[src/rtl/dmem_responder.sv]
// Data-memory target for the processor load/store path: one request at a time,
// WAIT wait states, byte/half/word little-endian lanes, misalign/range errors.
module dmem_responder #(
    parameter int unsigned DEPTH = 64,
    parameter int unsigned WAIT  = 2
) (
    input  logic        clk,
    input  logic        rst,
    input  logic        req,
    input  logic        we,
    input  logic [1:0]  size,
    input  logic [31:0] addr,
    input  logic [31:0] wdata,
    output logic        busy,
    output logic        ack,
    output logic        err,
    output logic [31:0] rdata,
    output logic [1:0]  dbg_state_o
);
    localparam int unsigned AW = $clog2(DEPTH);

    // Handshake: req is taken on any rising edge where busy=0; busy then stays
    // high until the single-cycle ack (with err) has been presented.
    typedef enum logic [1:0] {
        S_IDLE = 2'd0,
        S_WAIT = 2'd1,
        S_RESP = 2'd2
    } state_t;

    state_t      state_q, state_d;
    logic [3:0]  cnt_q, cnt_d;
    logic        we_q;
    logic [1:0]  size_q;
    logic [31:0] addr_q, wdata_q;
    logic        err_q, err_d;
    logic [31:0] rdata_q, rdata_d;
    logic [31:0] mem [DEPTH];

    logic        accept, commit;
    logic        cur_we;
    logic [1:0]  cur_size, lane;
    logic [31:0] cur_addr, cur_wdata;
    logic [AW-1:0] idx;
    logic        acc_err;
    logic [3:0]  be;
    logic [31:0] wd_rep, rd_word, rd_shift, ld_data;

    always_ff @(posedge clk or negedge rst) begin
        if (!rst) state_q <= S_IDLE;
        else      state_q <= state_d;
    end

    always_comb begin
        state_d = state_q;
        cnt_d   = cnt_q;
        unique case (state_q)
            S_IDLE: begin
                if (req) begin
                    if (WAIT > 0) begin
                        state_d = S_WAIT;
                        cnt_d   = 4'(WAIT);
                    end else begin
                        state_d = S_RESP;
                    end
                end
            end
            S_WAIT: begin
                cnt_d = cnt_q - 4'd1;
                if (cnt_q == 4'd1) state_d = S_RESP;
            end
            S_RESP:  state_d = S_IDLE;
            default: state_d = S_IDLE;
        endcase
    end

    always_comb begin
        busy        = (state_q != S_IDLE);
        ack         = (state_q == S_RESP);
        err         = (state_q == S_RESP) && err_q;
        rdata       = rdata_q;
        dbg_state_o = state_q;
    end

    // With WAIT=0 the access commits on the accept edge, so the live inputs
    // stand in for the not-yet-latched copy while idle.
    always_comb begin
        accept    = (state_q == S_IDLE) && req;
        commit    = rst && (state_d == S_RESP) && (state_q != S_RESP);
        cur_we    = (state_q == S_IDLE) ? we    : we_q;
        cur_size  = (state_q == S_IDLE) ? size  : size_q;
        cur_addr  = (state_q == S_IDLE) ? addr  : addr_q;
        cur_wdata = (state_q == S_IDLE) ? wdata : wdata_q;
        idx       = cur_addr[AW+1:2];
        lane      = cur_addr[1:0];
        acc_err   = (cur_size == 2'b11)
                  || ((cur_size == 2'b01) && lane[0])
                  || ((cur_size == 2'b10) && (lane != 2'b00))
                  || (|cur_addr[31:AW+2]);
        be        = 4'b1111;
        wd_rep    = cur_wdata;
        if (cur_size == 2'b00) begin
            be     = 4'b0001 << lane;
            wd_rep = {4{cur_wdata[7:0]}};
        end else if (cur_size == 2'b01) begin
            be     = lane[1] ? 4'b1100 : 4'b0011;
            wd_rep = {2{cur_wdata[15:0]}};
        end
        rd_word  = mem[idx];
        rd_shift = rd_word >> {lane, 3'b000};
        unique case (cur_size)
            2'b00:   ld_data = {24'd0, rd_shift[7:0]};
            2'b01:   ld_data = {16'd0, rd_shift[15:0]};
            default: ld_data = rd_word;
        endcase
        err_d   = commit ? acc_err : err_q;
        rdata_d = (commit && !cur_we && !acc_err) ? ld_data : rdata_q;
    end

    always_ff @(posedge clk or negedge rst) begin
        if (!rst) begin
            cnt_q   <= 4'd0;
            we_q    <= 1'b0;
            size_q  <= 2'b00;
            addr_q  <= 32'd0;
            wdata_q <= 32'd0;
            err_q   <= 1'b0;
            rdata_q <= 32'd0;
        end else begin
            cnt_q   <= cnt_d;
            err_q   <= err_d;
            rdata_q <= rdata_d;
            if (accept) begin
                we_q    <= we;
                size_q  <= size;
                addr_q  <= addr;
                wdata_q <= wdata;
            end
        end
    end

    // Array survives reset; only committed, error-free stores touch it.
    always_ff @(posedge clk) begin
        if (commit && cur_we && !acc_err) begin
            for (int b = 0; b < 4; b++) begin
                if (be[b]) mem[idx][8*b +: 8] <= wd_rep[8*b +: 8];
            end
        end
    end

endmodule
[config.mk]
export PLATFORM = sky130hd
export DESIGN_NAME = dmem_responder
export DESIGN_NICKNAME = d
export VERILOG_FILES = /design/src/rtl/dmem_responder.sv
export SDC_FILE = /design/constraint.sdc
export NUM_CORES = 2
export LEC_CHECK = 0
export CAP_MARGIN = 10
export CELL_PAD_IN_SITES_DETAIL_PLACEMENT = 1
export CELL_PAD_IN_SITES_GLOBAL_PLACEMENT = 1
export CORE_UTILIZATION = 45
export DETAILED_ROUTE_END_ITERATION = 6
export HOLD_SLACK_MARGIN = 0.02
export PLACE_DENSITY_LB_ADDON = 0.1
export SETUP_SLACK_MARGIN = 0.4
export SLEW_MARGIN = 30
export SYNTH_ARGS = -nofsm -noshare
export SYNTH_HDL_FRONTEND = slang
export SYNTH_SLANG_ARGS = --single-unit
[constraint.sdc]
create_clock -name clk -period 7.1 [get_ports clk]
set_input_delay 1.775 -clock clk [delete_from_list [all_inputs] [get_ports clk]]
set_output_delay 1.775 -clock clk [all_outputs]
set_load 0.02 [all_outputs]
Word-level counts from Yosys, hierarchy flattened
Memories as Yosys holds them, arrays and structs flattened.
Index checks and enable logic that the tools add are counted.
- $add $sub $neg: 1
- multiplexer cells: 27
- reduce and logical (&&, ||, !) cells: 22
- shift operators: 2
- equal/unequal tests: 9
- operator list (operator ; number):
    $mux W32 ; 4
    $pmux W32 S2 ; 1
    $shr A32 B5 Y16 ; 1
    $reduce_or A24 Y1 ; 1
    $mux W4 ; 4
    $mux W1 ; 13
    $logic_and A1 B1 Y1 ; 10
    $eq A2 B2 Y1 const B ; 4
    $pmux W4 S2 ; 1
    $mux W2 ; 3
    $reduce_bool A2 Y1 ; 3
    $eq A2 B1 Y1 const B ; 2
    $eq A4 B1 Y1 const B ; 1
    $logic_not A2 Y1 ; 2
    $ne A2 B2 Y1 const B ; 2
    $pmux W2 S2 ; 1
    $shl A1 B2 Y4 const A ; 1
    $sub A4 B1 Y4 const B ; 1
    $logic_or A1 B1 Y1 ; 3
    $logic_not A1 Y1 ; 2
    $reduce_and A2 Y1 ; 1
- memories kept: 1
- output and inout bits: 37
- register bits: 106
- memory bits (writable): 2048
- word-level logic and storage cells: 70
- input bits: 70
- memories (memory ; depth ; width ; read ports ; clocked after memory_dff ; write ports ; RTL line ; RTL):
    mem ; 64 ; 32 ; 1 ; 0 ; 1 ; 37 ; logic [31:0] mem [DEPTH];

Longest topological paths before layout
- depth after elaboration: 11
- depth in mapped cells: 17
- depth with buffers taken out: 10

Worst setup path before layout
OpenSTA, ideal clock, no wires.
- path kind: input -> register
- start point: input size[1]
- end point: memory mem[0][25] (data pin)
- data arrival time: 4395 ps
- library setup time: 588 ps
- required time: 6512 ps
- slack: 2117 ps
- stages on the path: 5
- buffers on the path: 2
- path through: mux2_2 > clkbuf_1 > buf_1 > a21oi_1 > a31oi_1
- longest elaborated chain between the ends: 4
- elaborated cells on any way between the ends: 5
- classes of those cells: eq/ne: 1; mux: 3; reduce/logical: 1
- RTL lines (what ; RTL line ; RTL):
    start, declared ; 11 ; input logic [1:0] size,
    $mux W2 * ; 90 ; cur_size = (state_q == S_IDLE) ? size : size_q;
    $eq A2 B1 Y1 ; 104 ; end else if (cur_size == 2'b01) begin
    $mux W32 ; 104 ;
    $mux W32 * ; 101 ; if (cur_size == 2'b00) begin
    named net wd_rep[25] ; 46 ; logic [31:0] wd_rep, rd_word, rd_shift, ld_data;
    end, declared ; 37 ;
Mark *: on every way through the listed nets, which the timed path passes. The rest lies on a longest branch.

Worst setup path after layout
- start point: input addr[4]
- end point: register rdata_q[3], in the netlist rdata[3]
- longest elaborated chain between the ends: 4
- RTL lines (what ; RTL line ; RTL):
    start, declared ; 12 ; input logic [31:0] addr,
    $mux W32 * ; 91 ; cur_addr = (state_q == S_IDLE) ? addr : addr_q;
    $mem_v2 Z64 W32 * ; - ;
    $shr A32 B5 Y16 ; 109 ; rd_shift = rd_word >> {lane, 3'b000};
    $pmux W32 S2 * ; 110 ; unique case (cur_size)
    end signal, assigned ; 131 ; rdata_q <= rdata_d;
    end, declared ; 36 ; logic [31:0] rdata_q, rdata_d;
Every way passes the cells marked *; elsewhere a longest branch is shown, timed or not.
A chain may end at the register's enable or synchronous reset.

==> results.sh <==
export IMPL_cap_violations=0
export IMPL_cp_data_required_time_ns=7.91
export IMPL_average_instance_area_after_synthesis_um2=15.1
export IMPL_achievable_frequency_mhz=177
export IMPL_seq_power_share_pct=37.2
export IMPL_worst_slew_margin_rel_pct=28.5
export IMPL_layout_cell_share_with_drive_strength_beyond_1_pct=14.8
export IMPL_first_pass_grt_wire_length_um=413000
export IMPL_route_antenna_remaining_nets=0
export IMPL_floorplan_core_area_um2=182000
export IMPL_yosys_top_cells_count="2048 x sky130_fd_sc_hd__edfxtp_1, 645 x sky130_fd_sc_hd__o22ai_1, 583 x sky130_fd_sc_hd__nand2_1, 299 x sky130_fd_sc_hd__o21ai_0, 233 x sky130_fd_sc_hd__nor3_1"
export IMPL_die_width_um=431
export IMPL_max_vdd_ir_drop_mv=0.468
export IMPL_hpwlAfterDp_um=186000
export IMPL_worst_setup_path_start_kind="input pin"
export IMPL_timing_critical_path_fanout_max=29
export IMPL_post_dp_cell_area_um2=89800
export IMPL_syn_nets=5530
export IMPL_route_detailed_wl_per_inst_um=34.4
export IMPL_fp_row_count=156
export IMPL_synthDistinctLibCells=79
export IMPL_cts_hold_repair_buffers=0
export IMPL_initial_utilization_pct=45.5
export IMPL_post_cts_resized_instances=0
export IMPL_grt_max_degree=95
export IMPL_ffs_w_async_s_r_synth_pct=4.92
export IMPL_post_synth_top_area_cell="sky130_fd_sc_hd__edfxtp_1"
export IMPL_yosys_top_cell_area_share_pct=74.4
export IMPL_fin_crit_sh_pct=79.4
export IMPL_synth_seq_cells=2154
export IMPL_vias=54631
export IMPL_final_nets=5911
export IMPL_power_internal_mw=28.3
export IMPL_synth_edf_count=2048
export IMPL_synth_yosys_seq_area_share_pct=77.6
export IMPL_finalWeightedCongestion=0.886
export IMPL_h_tree_depth=4
export IMPL_rsz0062_at_grt="false"
export IMPL_ctsLongestPathBuffers=3
export IMPL_post_route_drc_count=0
export IMPL_worstSetupEndpointType="flop"
export IMPL_switching_power_mw=19.2
export IMPL_final_hold_viol_count=0
export IMPL_power_switching_fraction_pct=40.5
export IMPL_ys_dominant_reg_cell="sky130_fd_sc_hd__edfxtp_1"
export IMPL_tritoncts_num_buffers=218
export IMPL_drt_pre_antenna_iters=5
export IMPL_slew_violations=0
export IMPL_grt_overflow=0
export IMPL_yosys_top_cells_area="sky130_fd_sc_hd__edfxtp_1 74%, sky130_fd_sc_hd__o22ai_1 4.9%, sky130_fd_sc_hd__dfrtp_1 3.2%"
export IMPL_run_status="completed"
export IMPL_buffer_ports_inserted=106
export IMPL_area_growth_syn_to_layout_pct=16.9
export IMPL_number_of_clock_sinks_seen_by_cts=2154
export IMPL_design_portCount=107
export IMPL_report_final_setup_viol=0
export IMPL_worstPathArrival_ns=6.44
export IMPL_die_h_um=431
export IMPL_layout_min_cycle_time_ns=5.64
export IMPL_post_route_cell_area_um2=96700
export IMPL_post_drt_via_cell_ratio=6.45
export IMPL_timing_setup_critical_path_class="input pin to flop"
export IMPL_worst_slew_pin_transition_ns=1.06
export IMPL_timing_setup_tns_ns=0
export IMPL_drt_initial_drc_count=7047
export IMPL_post_cts_setup_driven_buffer_insertion_count=0
export IMPL_pwr_density_nw_per_um2=491
export IMPL_root_buffer="sky130_fd_sc_hd__clkbuf_16"
export IMPL_hold_class="flop to flop"
export IMPL_total_die_area_um2=185000
export IMPL_yosys_cell_count_top_type="sky130_fd_sc_hd__edfxtp_1"
export IMPL_syn_instance_count=5458
export IMPL_antenna_violations_before_repair=15
export IMPL_pwr_share_comb_pct=39.2
export IMPL_syn_cell_area_um2=82700
export IMPL_whs_ns=0.478
export IMPL_p_leak_nw=31.3
export IMPL_power_total_mw=47.5
export IMPL_ys_warnings_count=0
export IMPL_clock_insertion_delay_worst_skew_ns=0.88
export IMPL_grt_total_usage_pct=31.2
export IMPL_clock_power_share_pct=23.5
export IMPL_detail_route_wirelength_um=292000
export IMPL_clk_pin_slew_worst_paths_ns=0.06
export IMPL_grt_pass1_vias=54593
export IMPL_tritoncts="built"
export IMPL_skew_ns=0.0315
layer usage:
layer	track usage, %	vias up	share of wire [%]
met3	5.60	438	8.4
met4	10.7	10	3.5
met2	49.4	2564	47
met1	43.7	28942	41
li1	-	22677	-
met5	0	-	0.020
path summary, 6_finish.rpt:
check	from	end	slack, ns	depth (start not counted)
setup / recovery	addr[4]	rdata[3]	1.46	10
hold / removal	rdata[24]	rdata[24]	0.48	2
setup reg to reg	dbg_state_o[1]	rdata[1]	1.88	14
hold reg to reg	rdata[24]	rdata[24]	0.48	2
max in group asynchronous	rst	rdata[28]	4.87	3
min in group asynchronous	rst	cnt_q[1]	1.07	2
kinds of logic (layout without fill, tap and decap cells):
| kind of cell | Yosys count | after routing | share of synthesized area (%) |
|---|---|---|---|
| xor gates and xnor gates | 1 | 1 | 0.0106 |
| buffers and inverters | 441 | 1005 | 2.32 |
| and+or+nand+nor | 1203 | 1203 | 6.50 |
| AOI/OAI and AO/OA | 1549 | 1549 | 12.2 |
| DFF | 2154 | 2154 | 77.6 |
| muxes | 108 | 108 | 1.35 |
| other | 0 | 3 | 0 |
| adders and majority gates | 2 | 2 | 0.0303 |
stage by stage:
step	util (%)	setup slack [ns]	cells
2_1_floorplan	-	2.12	5458
3_3_place_gp	49.3	0.499	8061
3_5_place_dp	49.4	0.622	8066
4_1_cts	53.2	1.56	8469
5_1_grt	53.2	1.38	8471
6_report	53.2	1.46	8474
placed cells by master (no fill, tap or decap), types with 69 or more instances in the layout:
master,synthesis,routed
sky130_fd_sc_hd__a21oi_1,146,135
sky130_fd_sc_hd__a31oi_1,77,69
sky130_fd_sc_hd__buf_4,13,431
sky130_fd_sc_hd__clkbuf_16,0,220
sky130_fd_sc_hd__clkdlybuf4s50_1,0,105
sky130_fd_sc_hd__dfrtp_1,106,106
sky130_fd_sc_hd__edfxtp_1,2048,2048
sky130_fd_sc_hd__mux2i_1,88,71
sky130_fd_sc_hd__nand2_1,583,575
sky130_fd_sc_hd__nand3_1,115,115
sky130_fd_sc_hd__nor2_1,134,128
sky130_fd_sc_hd__nor3_1,233,233
sky130_fd_sc_hd__o21ai_0,299,298
sky130_fd_sc_hd__o221ai_1,163,163
sky130_fd_sc_hd__o22ai_1,645,645
power groups by stage:
stage | Clock [mW] | Sequential, mW | Combinational, mW
after global placement | 0 | 17.9 | 17.8
after detailed placement | 0 | 17.9 | 18.3
final | 11.2 | 17.7 | 18.6
after floorplan | 0 | 18.1 | 8.63
after CTS | 11.3 | 17.7 | 18.3
after global routing | 11.7 | 17.7 | 19.3
state kept, by name (all words and copies together) (netlist names):
register     count
mem           2048
addr_q          32
rdata           32
wdata_q         32
cnt_q            4
dbg_state_o      2
size_q           2
err_q            1
we_q             1
critical path: stages:
cell and delay [ns]:
sky130_fd_sc_hd__clkdlybuf4s50_1 0.84, sky130_fd_sc_hd__nor3b_1 0.64, sky130_fd_sc_hd__a21o_4 0.63, sky130_fd_sc_hd__buf_4 0.43
sky130_fd_sc_hd__o221ai_1 0.21, sky130_fd_sc_hd__o21ai_0 0.14, sky130_fd_sc_hd__a21oi_1 0.28, sky130_fd_sc_hd__or4_1 0.52
sky130_fd_sc_hd__nor3_1 0.64, sky130_fd_sc_hd__o221a_2 0.31
area by class of cell:
class | count | area [µm²]
inverters | 19 | 73.8
clock buffers | 289 | 5810
fillers | 17153 | 85100
multi-input cells | 2863 | 17300
flip-flops and latches | 2154 | 64200
well taps | 2449 | 3060
clock inverters | 114 | 1010
diodes | 3 | 7.51
repair buffers | 583 | 5230
(Power assumes the default switching activity.)
